<file path="config.mk">
export PLATFORM = sky130hd
export DESIGN_NAME = character_motion_ctrl
export DESIGN_NICKNAME = d
export VERILOG_FILES = /design/src/rtl/motion_pkg.sv /design/src/rtl/character_motion_ctrl_frame_tick_gen.sv /design/src/rtl/character_motion_ctrl.sv
export SDC_FILE = /design/constraint.sdc
export NUM_CORES = 1
export LEC_CHECK = 0
export ABC_AREA = 1
export CORE_MARGIN = 1
export CORE_UTILIZATION = 65
export CTS_BUF_LIST = sky130_fd_sc_hd__clkbuf_16
export CTS_CLUSTER_DIAMETER = 100
export DETAILED_ROUTE_END_ITERATION = 10
export DONT_BUFFER_PORTS = 1
export GPL_TIMING_DRIVEN = 0
export PLACE_DENSITY_LB_ADDON = 0.08
export SETUP_SLACK_MARGIN = 0.4
export SYNTH_ARGS = -nofsm -noshare
export SYNTH_HDL_FRONTEND = slang
export SYNTH_SLANG_ARGS = --single-unit
</file>
<file path="constraint.sdc">
create_clock -name vga_clk -period 10.5 [get_ports vga_clk]
set_input_delay 0 -clock vga_clk [delete_from_list [all_inputs] [get_ports vga_clk]]
set_output_delay 0 -clock vga_clk [all_outputs]
set_load 0.02 [all_outputs]
</file>
<file path="src/rtl/motion_pkg.sv">
// Shared types and screen constants for per-character motion blocks.
package motion_pkg;

  typedef enum logic [1:0] {
    MS_GROUND = 2'd0,
    MS_RISE   = 2'd1,
    MS_FALL   = 2'd2
  } motion_state_t;

  localparam int unsigned SCREEN_W = 640;
  localparam int unsigned SCREEN_H = 480;
  localparam int unsigned POS_W    = 10;

endpackage

</file>
<file path="src/rtl/character_motion_ctrl_frame_tick_gen.sv">
// Per-frame update strobe: one-cycle registered pulse after the scan
// reaches the first pixel of the chosen line.
module frame_tick_gen
  import motion_pkg::*;
#(
  parameter int unsigned UPDATE_LINE = SCREEN_H
) (
  input  logic             clk,
  input  logic             reset_n,
  input  logic [POS_W-1:0] draw_x,
  input  logic [POS_W-1:0] draw_y,
  output logic             frame_tick
);

  logic frame_tick_d, frame_tick_q;

  // Detect the update scan position.
  always_comb begin
    frame_tick_d = (draw_x == '0) && (draw_y == POS_W'(UPDATE_LINE));
  end

  // Register the strobe so it is glitch-free and one cycle wide.
  always_ff @(posedge clk) begin
    if (!reset_n) frame_tick_q <= 1'b0;
    else          frame_tick_q <= frame_tick_d;
  end

  assign frame_tick = frame_tick_q;

endmodule

</file>
<file path="src/rtl/character_motion_ctrl.sv">
// Per-character motion engine: buttons + collision flags -> sprite centre,
// updated once per frame during vblank.
module character_motion_ctrl
  import motion_pkg::*;
#(
  parameter int START_X     = 100,
  parameter int START_Y     = 427,
  parameter int HALF_W      = 10,
  parameter int HALF_H      = 13,
  parameter int X_MIN       = 0,
  parameter int X_MAX       = SCREEN_W - 1,
  parameter int FLOOR_Y     = 440,
  parameter int WALK_STEP   = 2,
  parameter int JUMP_V0     = 8,
  parameter int GRAVITY     = 1,
  parameter int VMAX        = 8,
  parameter int UPDATE_LINE = SCREEN_H
) (
  input  logic               vga_clk,
  input  logic               reset_n,
  input  logic [9:0]         DrawX,
  input  logic [9:0]         DrawY,
  input  logic               move_left,
  input  logic               move_right,
  input  logic               jump,
  input  logic               solid_below,
  input  logic               solid_above,
  output logic [9:0]         pos_x,
  output logic [9:0]         pos_y,
  output logic signed [5:0]  vel_y,
  output motion_state_t      state,
  output logic               facing_left,
  output logic               frame_tick
);

  localparam logic signed [10:0] X_LO_S   = 11'(X_MIN + HALF_W);
  localparam logic signed [10:0] X_HI_S   = 11'(X_MAX - HALF_W);
  localparam logic signed [10:0] HALF_H_S = 11'(HALF_H);
  localparam logic signed [10:0] FLOOR_S  = 11'(FLOOR_Y);
  localparam logic signed [10:0] REST_Y_S = 11'(FLOOR_Y - HALF_H);
  localparam logic signed [10:0] STEP_S   = 11'(WALK_STEP);
  localparam logic signed [10:0] JV0_S    = 11'(JUMP_V0);
  localparam logic signed [10:0] GRAV_S   = 11'(GRAVITY);
  localparam logic signed [10:0] VMAX_S   = 11'(VMAX);

  logic [9:0]         pos_x_d, pos_x_q;
  logic [9:0]         pos_y_d, pos_y_q;
  logic signed [5:0]  vel_y_d, vel_y_q;
  motion_state_t      state_d, state_q;
  logic               facing_left_d, facing_left_q;
  logic               jump_prev_d, jump_prev_q;

  logic signed [10:0] x_s, y_s, vel_s, vel_next, y_next, vel_fall, y_fall, x_new;
  logic               jump_edge;

  frame_tick_gen #(
    .UPDATE_LINE (UPDATE_LINE)
  ) u_tick (
    .clk        (vga_clk),
    .reset_n    (reset_n),
    .draw_x     (DrawX),
    .draw_y     (DrawY),
    .frame_tick (frame_tick)
  );

  // Next-state: horizontal walk/clamp and vertical jump/fall FSM, applied on the tick only.
  always_comb begin
    pos_x_d       = pos_x_q;
    pos_y_d       = pos_y_q;
    vel_y_d       = vel_y_q;
    state_d       = state_q;
    facing_left_d = facing_left_q;
    jump_prev_d   = jump_prev_q;

    x_s       = signed'({1'b0, pos_x_q});
    y_s       = signed'({1'b0, pos_y_q});
    vel_s     = {{5{vel_y_q[5]}}, vel_y_q};
    vel_next  = vel_s + GRAV_S;
    y_next    = y_s + vel_next;
    vel_fall  = (vel_next > VMAX_S) ? VMAX_S : vel_next;
    y_fall    = y_s + vel_fall;
    jump_edge = jump & ~jump_prev_q;

    x_new = x_s;
    if (move_left && !move_right)      x_new = x_s - STEP_S;
    else if (move_right && !move_left) x_new = x_s + STEP_S;
    if (x_new < X_LO_S)      x_new = X_LO_S;
    else if (x_new > X_HI_S) x_new = X_HI_S;

    if (frame_tick) begin
      pos_x_d     = x_new[9:0];
      jump_prev_d = jump;
      if (move_left && !move_right)      facing_left_d = 1'b1;
      else if (move_right && !move_left) facing_left_d = 1'b0;

      case (state_q)
        MS_GROUND: begin
          if (jump_edge) begin
            vel_y_d = 6'(-JV0_S);
            pos_y_d = 10'(y_s - JV0_S);
            state_d = MS_RISE;
          end else if (!solid_below && (y_s + HALF_H_S < FLOOR_S)) begin
            vel_y_d = '0;
            state_d = MS_FALL;
          end
        end
        MS_RISE: begin
          if (solid_above) begin
            vel_y_d = '0;
            state_d = MS_FALL;
          end else if (y_next < HALF_H_S) begin
            pos_y_d = 10'(HALF_H_S);
            vel_y_d = '0;
            state_d = MS_FALL;
          end else begin
            pos_y_d = 10'(y_next);
            vel_y_d = 6'(vel_next);
            if (!vel_next[10]) state_d = MS_FALL;
          end
        end
        MS_FALL: begin
          // Floor snap takes priority over a platform hit on the same tick.
          if (y_fall + HALF_H_S >= FLOOR_S) begin
            pos_y_d = 10'(REST_Y_S);
            vel_y_d = '0;
            state_d = MS_GROUND;
          end else if (solid_below) begin
            vel_y_d = '0;
            state_d = MS_GROUND;
          end else begin
            pos_y_d = 10'(y_fall);
            vel_y_d = 6'(vel_fall);
          end
        end
        default: begin
          vel_y_d = '0;
          state_d = MS_FALL;
        end
      endcase
    end
  end

  // State and position registers with synchronous reset.
  always_ff @(posedge vga_clk) begin
    if (!reset_n) begin
      pos_x_q       <= 10'(START_X);
      pos_y_q       <= 10'(START_Y);
      vel_y_q       <= '0;
      state_q       <= MS_GROUND;
      facing_left_q <= 1'b0;
      jump_prev_q   <= 1'b0;
    end else begin
      pos_x_q       <= pos_x_d;
      pos_y_q       <= pos_y_d;
      vel_y_q       <= vel_y_d;
      state_q       <= state_d;
      facing_left_q <= facing_left_d;
      jump_prev_q   <= jump_prev_d;
    end
  end

  assign pos_x       = pos_x_q;
  assign pos_y       = pos_y_q;
  assign vel_y       = vel_y_q;
  assign state       = state_q;
  assign facing_left = facing_left_q;

endmodule

</file>
==> Flow_metrics.wiki, run 1 <==
{| class="wikitable"
! Metric !! Value
|-
| Result of the run || finished clean
|-
| Critical-path maximum fanout || 9
|-
| Total number of placement rows || 27
|-
| Crit end category || flop
|-
| Total area of multi-input combinational cells || 2850 µm²
|-
| Sequential cell area fraction in the yosys report || 15.80%
|-
| H-tree depth || 2
|-
| Total leakage power || 2.301 nW
|-
| Most frequent cells in the layout || 188 x sky130_fd_sc_hd__nand2_1, 98 x sky130_fd_sc_hd__inv_1, 62 x sky130_fd_sc_hd__nor2_1
|-
| Area grow syn2layout || 6.815%
|-
| Worst setup skew after layout || between 0.006 and 0.007 ns
|-
| Clock net sink count || 31
|-
| Cell area after synthesis || 3929 µm²
|-
| Category of the critical setup timing path || flop to flop
|-
| Cells along the critical path || ha_1, nand3_1, nor2_1, nor2_2, inv_1, o21ai_2, o21ai_0, inv_1, fa_1, xor2_1, nor2_1, nand2_2, nand2_2, nor2_2, nor2_1, nand2_1, nand3_1, nand2_2, nand2_4, inv_1, o21ai_0, nand3_1, nand2_1, nand2_1
|-
| Post-layout net count || about 730
|-
| Avg Synthesized Cell Area || 5.953 µm²
|-
| Minimum setup slack after placement || roughly 6.4 ns
|-
| Number of warning messages in the yosys log || 0
|-
| Part of the total power dissipated in combinational logic || 3.7%
|-
| Net Sw Power || 57.01 µW
|-
| Clock latency on the worst-skew pair || 0.28 ns
|-
| CTS Hold Bufs || 4
|-
| Number of buffer cells added on primary ports || 0
|-
| Data arrival, critical path || roughly 4.4 ns
|-
| Unrepaired setup endpoints after global routing || false
|-
| Total length of routed wires || 10,860 µm
|-
| Placed cell area || ~4000 µm²
|-
| Post-synth net total || slightly above 700
|-
| Final std cell area, no fill || 4197 µm²
|-
| P per Cell Area || about 63 nW/µm²
|-
| Library cell used as clock root buffer || sky130_fd_sc_hd__clkbuf_16
|-
| Time the worst path needs with I/O delays and setup || 4.246 ns
|-
| Final worst hold slack || 0.01498 ns
|-
| Final total negative setup slack || 0 ns
|-
| Die Ht || 79.75 µm
|-
| Share of layout cells above drive strength 1 || 9.226%
|-
| Iter 0 DRT Violations || between 300 and 400
|-
| Fraction of power spent switching nets || 21.64%
|-
| Max transition margin || between 50% and 60%
|-
| Cells resized by post-CTS repair || 0
|-
| Sequential cell fraction of total power || approximately 45%
|-
| Die boundary width || 79.75 µm
|-
| IR Drop Worst-Case VDD || 0.09574 mV
|-
| Delay of the slowest cell on the worst path || 0.53 ns
|-
| Post-route setup slack || 6.254 ns
|-
| Inserted Clock Buffers || 5
|-
| Initial standard-cell utilization of the core || 69.22%
|-
| Pin count of the biggest net entering global routing || 11
|-
| Placer's final routability congestion estimate || 0.9578
|-
| Via density per instance || approximately 5.8
|-
| Cell count after synthesis || 660
|-
| Slew Viols, Final || 0
|-
| Internal power || 206.4 µW
|-
| Clock tree from TritonCTS || yes
|-
| Wire length of the first global-routing pass || between 15,000 and 20,000 µm
|-
| Post-route antenna net violation count || 0
|-
| Worst-Margin Slew || between 0.6 and 0.7 ns
|-
| Clock power share || 51.6%
|-
| Launching element type of the critical path || flop
|-
| Register cell area after layout || 620.6 µm²
|-
| Vias in the first global route || 3,949
|-
| Final Cycle Share || around two fifths
|-
| Initial antenna violation count || 0
|-
| Overflow left after global routing || 0
|-
| Final-report setup violation count || 0
|-
| Hold WC Path Type || primary input to flop
|-
| Via total after detailed routing || 4,283
|-
| Distinct cell type count of the synthesized netlist || 45
|-
| Count of fill cells added during filler insertion || approximately 500
|-
| Number of maximum-capacitance violations || 0
|-
| Combined global-route utilization of all metal layers || 34.81%
|-
| Slowest stage cell on the critical path || sky130_fd_sc_hd__dfxtp_1
|-
| FMAX || 235.5 MHz
|-
| Area inside the core boundary || between 5000 and 6000 µm²
|-
| Remaining routing DRC violations || 0
|-
| Buffer levels on the longest clock path || 2
|-
| Wire length per cell after detailed routing || ~15 µm
|-
| Final core area utilization || 73.94%
|-
| Total Die Area || 6359 µm²
|-
| Post-CTS Setup Bufs || 0
|-
| # IOs || 57
|-
| Number of diodes added for antenna fixing || 0
|-
| Required time at the endpoint of the critical path || 10.66 ns
|-
| Detailed-router iteration count before antenna repair || 6
|-
| Post-DP HPWL || 8539 µm
|-
| Number of synthesized register bits || 31
|-
| Most frequent standard cell in the layout excluding fill and tap cells || sky130_fd_sc_hd__nand2_1
|-
| Number of endpoints with negative hold slack in the final report || 0
|-
| Clk slew on worst S/H paths || 0.05 ns
|}
layer usage:
| layer | up-vias | GRT usage (%) | wire length [µm] |
|---|---|---|---|
| met2 | 168 | 58.97 | 4989 |
| met4 | 0 | 8.929 | 194 |
| li1 | 2155 | - | - |
| met3 | 20 | 6.743 | 817 |
| met1 | 1940 | 44.92 | 4859 |
| met5 | - | 0 | 0 |
stage by stage:
step                      power [mW]  cells
after floorplan               0.1266    660
after global placement        0.1283    732
after detailed placement      0.1285    732
after CTS                     0.2620    744
after global routing          0.2681    744
final                         0.2634    744
Yosys cell counts (all sizes together):
cell type | n | area share, %
nand2 | 203 | 21
inv | 100 | 9.6
nor2 | 69 | 7.3
nand3 | 67 | 9.5
a21oi | 47 | 6.9
ha | 34 | 11
dfxtp | 31 | 16
o21ai | 29 | 3.8
nand4 | 21 | 3.5
xor2 | 17 | 4.0
buf | 7 | 1.5
nor3 | 5 | 0.76
clkbuf | 4 | 0.48
nand3b | 4 | 0.76
nor4 | 4 | 0.64
o31ai | 3 | 0.57
fa | 2 | 1.0
or2 | 2 | 0.32
xnor2 | 2 | 0.45
a211oi | 1 | 0.19
a21o | 1 | 0.19
a31oi | 1 | 0.16
clkinv | 1 | 0.095
nor3b | 1 | 0.19
o211ai | 1 | 0.19
o21bai | 1 | 0.19
o22ai | 1 | 0.16
or4 | 1 | 0.19
power by group through the flow:
stage	Clock (mW)	Combinational [mW]	Sequential [mW]
floorplan	0	0.00639	0.120
global placement	0	0.00808	0.120
detailed placement	0	0.00825	0.120
CTS	0.135	0.00936	0.118
global route	0.140	0.0109	0.118
finish	0.136	0.00976	0.118
cell type report:
class	count	share of cell area [%]
flip-flops and latches	31	14.79
inverters	101	9.034
plain buffers	11	1.878
multi-input cells	517	67.92
well taps	72	2.147
clock inverters	3	0.2982
repair buffers	4	0.9541
clock buffers	5	2.982
flip-flops by register name (all words and copies together) (netlist names):
signal / count
facing_left: 1
jump_prev_q: 1
pos_x: 10
pos_y: 10
state: 2
u_tick.frame_tick: 1
vel_y: 6
logic make-up after synthesis:
logic type | count (synthesis) | synth area share, %
flip-flops | 31 | 15.80
adder cells (fa/ha/maj) | 36 | 11.85
AND/OR/NAND/NOR | 377 | 43.89
AO/OA/AOI/OAI | 85 | 12.39
buffers and inverters | 112 | 11.66
XOR/XNOR | 19 | 4.427
critical path: cells and delay by family (launching register included):
kind / cells / cell delay [ns]
simple gates: 15 / 1.63
fa+ha+maj: 2 / 0.73
compound gates: 3 / 0.67
flops: 1 / 0.53
buf+inv: 3 / 0.41
xor+xnor: 1 / 0.19
path summary, 6_finish.rpt:
path / from / end / slack [ns] / cells after the start
worst max register to register: vel_y[1] / pos_y[5] / 6.25 / 24
worst min register to register: jump_prev_q / jump_prev_q / 0.51 / 2
worst min-delay path: reset_n / vel_y[3] / 0.01 / 2
worst max-delay path: vel_y[1] / pos_y[5] / 6.25 / 24
Power figures use the tool's default switching activity.
==> inputs of run 2 (changes only) <==
clock period = 3.98 ns   (was 10.5 ns; I/O delays follow)
==> Flow_metrics.wiki, run 2 (synthesized netlist as in run 1, its figures left out) <==
{| class="wikitable"
! Metric !! Value
|-
| Reg2reg path depth || 27
|-
| Worst-Margin Slew || 0.6723 ns
|-
| Total number of placement rows || 27
|-
| Critical-path maximum fanout || 7
|-
| Number of standard cells in the final layout excluding fillers || 757
|-
| Clock net sink count || 31
|-
| Initial antenna violation count || 0
|-
| Most frequent standard cell in the layout excluding fill and tap cells || sky130_fd_sc_hd__nand2_1
|-
| Data arrival, critical path || 3.92 ns
|-
| Library cell used as clock root buffer || sky130_fd_sc_hd__clkbuf_16
|-
| Slew Viols, Final || 0
|-
| Clk slew on worst S/H paths || around 0.050 ns
|-
| Max transition margin || 55.18%
|-
| Pin count of the biggest net entering global routing || 11
|-
| Combined global-route utilization of all metal layers || 35.25%
|-
| Cell depth of the worst hold path || 3
|-
| Iter 0 DRT Violations || 394
|-
| Wire length per cell after detailed routing || 16.97 µm
|-
| Via density per instance || 6.137
|-
| Vias in the first global route || 3,998
|-
| Most frequent cells in the layout || 178 x sky130_fd_sc_hd__nand2_1, 92 x sky130_fd_sc_hd__inv_1, 55 x sky130_fd_sc_hd__nor2_1
|-
| Count of fill cells added during filler insertion || 385
|-
| Buffer levels on the longest clock path || 2
|-
| Final std cell area, no fill || 4621 µm²
|-
| Area grow syn2layout || 17.61%
|-
| IR Drop Worst-Case VDD || 0.2581 mV
|-
| Clock tree from TritonCTS || yes
|-
| Final Cycle Share || 95.20%
|-
| Die boundary width || 79.75 µm
|-
| Inst Count DP || between 700 and 800
|-
| Total power of the final layout || 697.7 µW
|-
| Unrepaired setup endpoints after global routing || true
|-
| Origin of the critical flop-to-flop path || vel_y[0]
|-
| Final core area utilization || 81.42%
|-
| Die Ht || about 80 µm
|-
| Crit path launch || vel_y[0]
|-
| Post-layout net count || 747
|-
| Share of layout cells above drive strength 1 || a little under a fifth
|-
| Minimum setup slack after placement || -0.1457 ns
|-
| Crit end category || flop
|-
| Hold WC Path Type || primary input to flop
|-
| Category of the critical setup timing path || flop to flop
|-
| Via total after detailed routing || between 4,000 and 5,000
|-
| FMAX || 263.9 MHz
|-
| Result of the run || finished clean
|-
| Inserted Clock Buffers || 5
|-
| H-tree depth || 2
|-
| P per Cell Area || approximately 150 nW/µm²
|-
| Placer's final routability congestion estimate || 0.9578
|-
| Initial standard-cell utilization of the core || approximately 69%
|-
| Time the worst path needs with I/O delays and setup || 3.789 ns
|-
| Number of maximum-capacitance violations || 0
|-
| Remaining routing DRC violations || 0
|-
| Total length of routed wires || 12,850 µm
|-
| Total Die Area || 6359 µm²
|-
| Launching element type of the critical path || flop
|-
| Hold wc startpoint || move_right
|-
| Required time at the endpoint of the critical path || between 4 and 5 ns
|-
| Register cell area after layout || between 600 and 700 µm²
|-
| Area inside the core boundary || 5675 µm²
|-
| Worst setup skew after layout || 0.004029 ns
|-
| Overflow left after global routing || 0
|-
| Total leakage power || 2.401 nW
|-
| Post-route setup slack || 0.1909 ns
|-
| Post-route antenna net violation count || 0
|-
| Wire length of the first global-routing pass || 17,730 µm
|-
| Placed cell area || 4019 µm²
|-
| Total area of multi-input combinational cells || about 3100 µm²
|-
| Clock latency on the worst-skew pair || ~0.28 ns
|-
| Number of buffer cells added on primary ports || 0
|-
| Number of diodes added for antenna fixing || 0
|-
| # IOs || 57
|-
| Final-report setup violation count || 0
|-
| Post-DP HPWL || 8539 µm
|-
| Number of endpoints with negative hold slack in the final report || 0
|-
| Detailed-router iteration count before antenna repair || 5
|}
-- run 2: critical path, cell delays in order (launching register included) --
cell and delay (ns):
sky130_fd_sc_hd__dfxtp_4 0.43, sky130_fd_sc_hd__ha_4 0.17, sky130_fd_sc_hd__nand3_4 0.09, sky130_fd_sc_hd__nor2_4 0.16, sky130_fd_sc_hd__inv_2 0.06, sky130_fd_sc_hd__nand2_4 0.08, sky130_fd_sc_hd__nand2_4 0.06, sky130_fd_sc_hd__o21ai_4 0.23
sky130_fd_sc_hd__nand2_1 0.12, sky130_fd_sc_hd__inv_2 0.08, sky130_fd_sc_hd__ha_4 0.14, sky130_fd_sc_hd__fa_2 0.44, sky130_fd_sc_hd__nand2_1 0.07, sky130_fd_sc_hd__inv_1 0.05, sky130_fd_sc_hd__nor2_2 0.15, sky130_fd_sc_hd__nand2_2 0.10
sky130_fd_sc_hd__nand2_4 0.08, sky130_fd_sc_hd__nor2_4 0.04, sky130_fd_sc_hd__nor2_1 0.11, sky130_fd_sc_hd__nand2_1 0.07, sky130_fd_sc_hd__nand3_2 0.08, sky130_fd_sc_hd__nand2_2 0.07, sky130_fd_sc_hd__nand2_4 0.14, sky130_fd_sc_hd__inv_1 0.12
sky130_fd_sc_hd__o21ai_1 0.22, sky130_fd_sc_hd__nand2_1 0.11, sky130_fd_sc_hd__nand2_1 0.08, sky130_fd_sc_hd__nand3_1 0.07
-- run 2: final timing paths --
kind	to	slack [ns]
worst min register to register	jump_prev_q	0.52
worst max register to register	pos_y[0]	0.19
worst max-delay path	pos_y[0]	0.19
worst min-delay path	facing_left	0.04
-- run 2: final cells by class --
type,instances,share of cell area [%]
repair buffers,17,3.737
clock buffers,5,2.708
inverters,101,8.205
well taps,72,1.950
clock inverters,3,0.2708
plain buffers,11,1.787
flip-flops and latches,31,13.78
multi-input cells,517,67.56
-- run 2: per-layer routing --
layer	up-vias	share of wire, %	track usage (%)
li1	2182	-	-
met1	2099	40	44.99
met2	307	46	60.09
met3	58	9.7	6.971
met4	0	3.8	9.286
met5	-	0	0
-- run 2: what timing repair did --
item / 4_1_cts / 5_1_grt
endpoints found under the setup margin: 18 / 18
gates resized for setup: 27 / 53
setup buffers: 2 / 9
hold buffers: 4 / 0
endpoints found under the hold margin: 5 / 0
pin swaps: 3 / 16
gates cloned: 0 / 2
-- run 2: where the power goes --
group / switching [mW] / internal (mW)
Clock: 0.137 / 0.226
Sequential: 0.000000381 / 0.308
Combinational: 0.0191 / 0.00833
-- run 2: through the flow --
step	setup TNS, ns	hold WS (ns)
floorplan	0	0.07612
detailed placement	-0.6819	0.07948
global route	0	0.06551
finish	0	0.03570
global placement	-0.01918	0.07873
CTS	0	0.04224
==> inputs of run 3 (changes only) <==
HOLD_SLACK_MARGIN = 0.06   (was not set)
clock period = 4 ns   (was 3.98 ns; I/O delays follow)
==> Flow_metrics.wiki, run 3 (synthesized netlist as in run 1, its figures left out) <==
{| class="wikitable"
! Metric !! Value
|-
| Number of endpoints with negative hold slack in the final report || 0
|-
| Clock power share || 51.8%
|-
| Via total after detailed routing || ~4,700
|-
| Time the worst path needs with I/O delays and setup || 3.824 ns
|-
| Vias in the first global route || about 4,000
|-
| Total number of placement rows || 27
|-
| Iter 0 DRT Violations || 388
|-
| Library cell used as clock root buffer || sky130_fd_sc_hd__clkbuf_16
|-
| Worst-Margin Slew || 0.7001 ns
|-
| Part of the total power dissipated in combinational logic || approximately 4%
|-
| Slowest stage cell on the critical path || sky130_fd_sc_hd__fa_2
|-
| H-tree depth || 2
|-
| Die boundary width || between 70 and 80 µm
|-
| Final Cycle Share || 95.61%
|-
| Clock tree from TritonCTS || yes
|-
| Share of layout cells above drive strength 1 || 18.95%
|-
| Area grow syn2layout || 18.22%
|-
| Final std cell area, no fill || 4644 µm²
|-
| Detailed-router iteration count before antenna repair || 5
|-
| Post-layout net count || 748
|-
| Unrepaired setup endpoints after global routing || true
|-
| Number of standard cells in the final layout excluding fillers || 758
|-
| Result of the run || finished clean
|-
| Post-route antenna net violation count || 0
|-
| Initial standard-cell utilization of the core || approximately 69%
|-
| Initial antenna violation count || 0
|-
| Placed cell area || 4019 µm²
|-
| Crit end category || flop
|-
| Die Ht || 79.75 µm
|-
| Number of buffer cells added on primary ports || 0
|-
| Clock net sink count || 31
|-
| Post-DP HPWL || 8539 µm
|-
| Total length of routed wires || 13,430 µm
|-
| Net Sw Power || 154.5 µW
|-
| Most frequent standard cell in the layout excluding fill and tap cells || sky130_fd_sc_hd__nand2_1
|-
| Max transition margin || 53.27%
|-
| Clk slew on worst S/H paths || ~0.05 ns
|-
| Placer's final routability congestion estimate || approximately 0.96
|-
| Critical path's most frequent cell || sky130_fd_sc_hd__nand2_4
|-
| Launching element type of the critical path || flop
|-
| Worst setup skew after layout || 0.005386 ns
|-
| Overflow left after global routing || 0
|-
| Number of diodes added for antenna fixing || 0
|-
| Most frequent cells in the layout || 175 x sky130_fd_sc_hd__nand2_1, 93 x sky130_fd_sc_hd__inv_1, 54 x sky130_fd_sc_hd__nand3_1, 54 x sky130_fd_sc_hd__nor2_1, 31 x sky130_fd_sc_hd__a21oi_1
|-
| Total leakage power || 2.412 nW
|-
| Number of maximum-capacitance violations || 0
|-
| Buffer levels on the longest clock path || 2
|-
| Combined global-route utilization of all metal layers || 35.67%
|-
| Area inside the core boundary || 5675 µm²
|-
| Clock latency on the worst-skew pair || 0.28 ns
|-
| Remaining routing DRC violations || 0
|-
| Wire length of the first global-routing pass || roughly 18,000 µm
|-
| Total Die Area || 6359 µm²
|-
| Final-report setup violation count || 0
|-
| Slew Viols, Final || 0
|-
| Inserted Clock Buffers || 5
|-
| Category of the critical setup timing path || flop to flop
|-
| IR Drop Worst-Case VDD || 0.2857 mV
|-
| P per Cell Area || approximately 150 nW/µm²
|-
| Inst Count DP || 732
|-
| Delay of the slowest cell on the worst path || around 0.45 ns
|-
| # IOs || 57
|-
| Fraction of power spent switching nets || 22.27%
|-
| FMAX || 261.5 MHz
|-
| Critical-path maximum fanout || 7
|-
| Internal power || around 540 µW
|-
| Sequential cell fraction of total power || 44.2%
|-
| Required time at the endpoint of the critical path || 4.12 ns
|-
| Pin count of the biggest net entering global routing || 11
|-
| Count of fill cells added during filler insertion || ~390
|-
| Wire length per cell after detailed routing || 17.71 µm
|-
| Hold WC Path Type || primary input to flop
|-
| Data arrival, critical path || 3.95 ns
|-
| Via density per instance || 6.207
|}
## run 3: changes by cell type in the layout (fill, tap and decap cells not counted), sizes merged
cell / before / now
dlygate4sd3: 4 / 5
## run 3: per-stage QoR
stage	power [mW]	utilization (%)	worst slack (ns)	setup TNS, ns	hold slack (ns)
final	0.6938	81.83	0.1757	0	0.09709
after global routing	0.7033	81.83	0.06623	0	0.1245
after CTS	0.6857	75.77	0.4182	0	0.07272
after floorplan	0.3323	-	0.5058	0	0.07612
after global placement	0.3367	70.81	0.0008225	0	0.07873
after detailed placement	0.3372	70.81	-0.1257	-0.4456	0.07948
## run 3: critical path: cells and delay by family, from the launching register on
kind | cells | cell delay, ns
AO/OA/AOI/OAI | 1 | 0.28
adder cells (fa/ha/maj) | 3 | 0.77
buffers and inverters | 4 | 0.32
flip-flops | 1 | 0.43
AND/OR/NAND/NOR | 19 | 1.87
## run 3: path summary, 6_finish.rpt
check	startpoint	end	slack, ns	cells past startpoint
max	vel_y[0]	pos_y[1]	0.18	27
min	solid_below	pos_y[0]	0.1	4
max reg2reg	vel_y[0]	pos_y[1]	0.18	27
min reg2reg	jump_prev_q	jump_prev_q	0.50	2
## run 3: final cells by class
| cell class | instances | area, µm² | area share, % |
|---|---|---|---|
| well taps | 72 | 90.09 | 1.940 |
| multi-input cells | 517 | 3136 | 67.51 |
| inverters | 101 | 379.1 | 8.163 |
| flip-flops and latches | 31 | 636.9 | 13.71 |
| clock inverters | 3 | 12.51 | 0.2694 |
| clock buffers | 5 | 125.1 | 2.694 |
| plain buffers | 11 | 82.58 | 1.778 |
| repair buffers | 18 | 182.7 | 3.933 |
## run 3: routing by layer
metal,vias to the layer above,global-route usage [%],part of all wire (%)
met1,2120,45.23,39
met4,0,10.89,5.0
met5,-,0,0
met2,319,60.51,46
li1,2181,-,-
met3,85,6.971,10
## run 3: what timing repair did
item                                    CTS  global route
resized for setup                        25            59
buffers inserted                          2             9
endpoints found under the setup margin   18            18
endpoints found under the hold margin     7             0
pin swaps                                 3            23
gates cloned                              0             2
hold buffers                              5             0
## run 3: power by group through the flow
stage          combinational [mW]  clock, mW  sequential [mW]
6_report                   0.0278      0.360            0.306
5_1_grt                    0.0302      0.367            0.306
4_1_cts                    0.0247      0.354            0.307
3_5_place_dp               0.0216          0            0.316
3_3_place_gp               0.0212          0            0.316
2_1_floorplan              0.0168          0            0.316
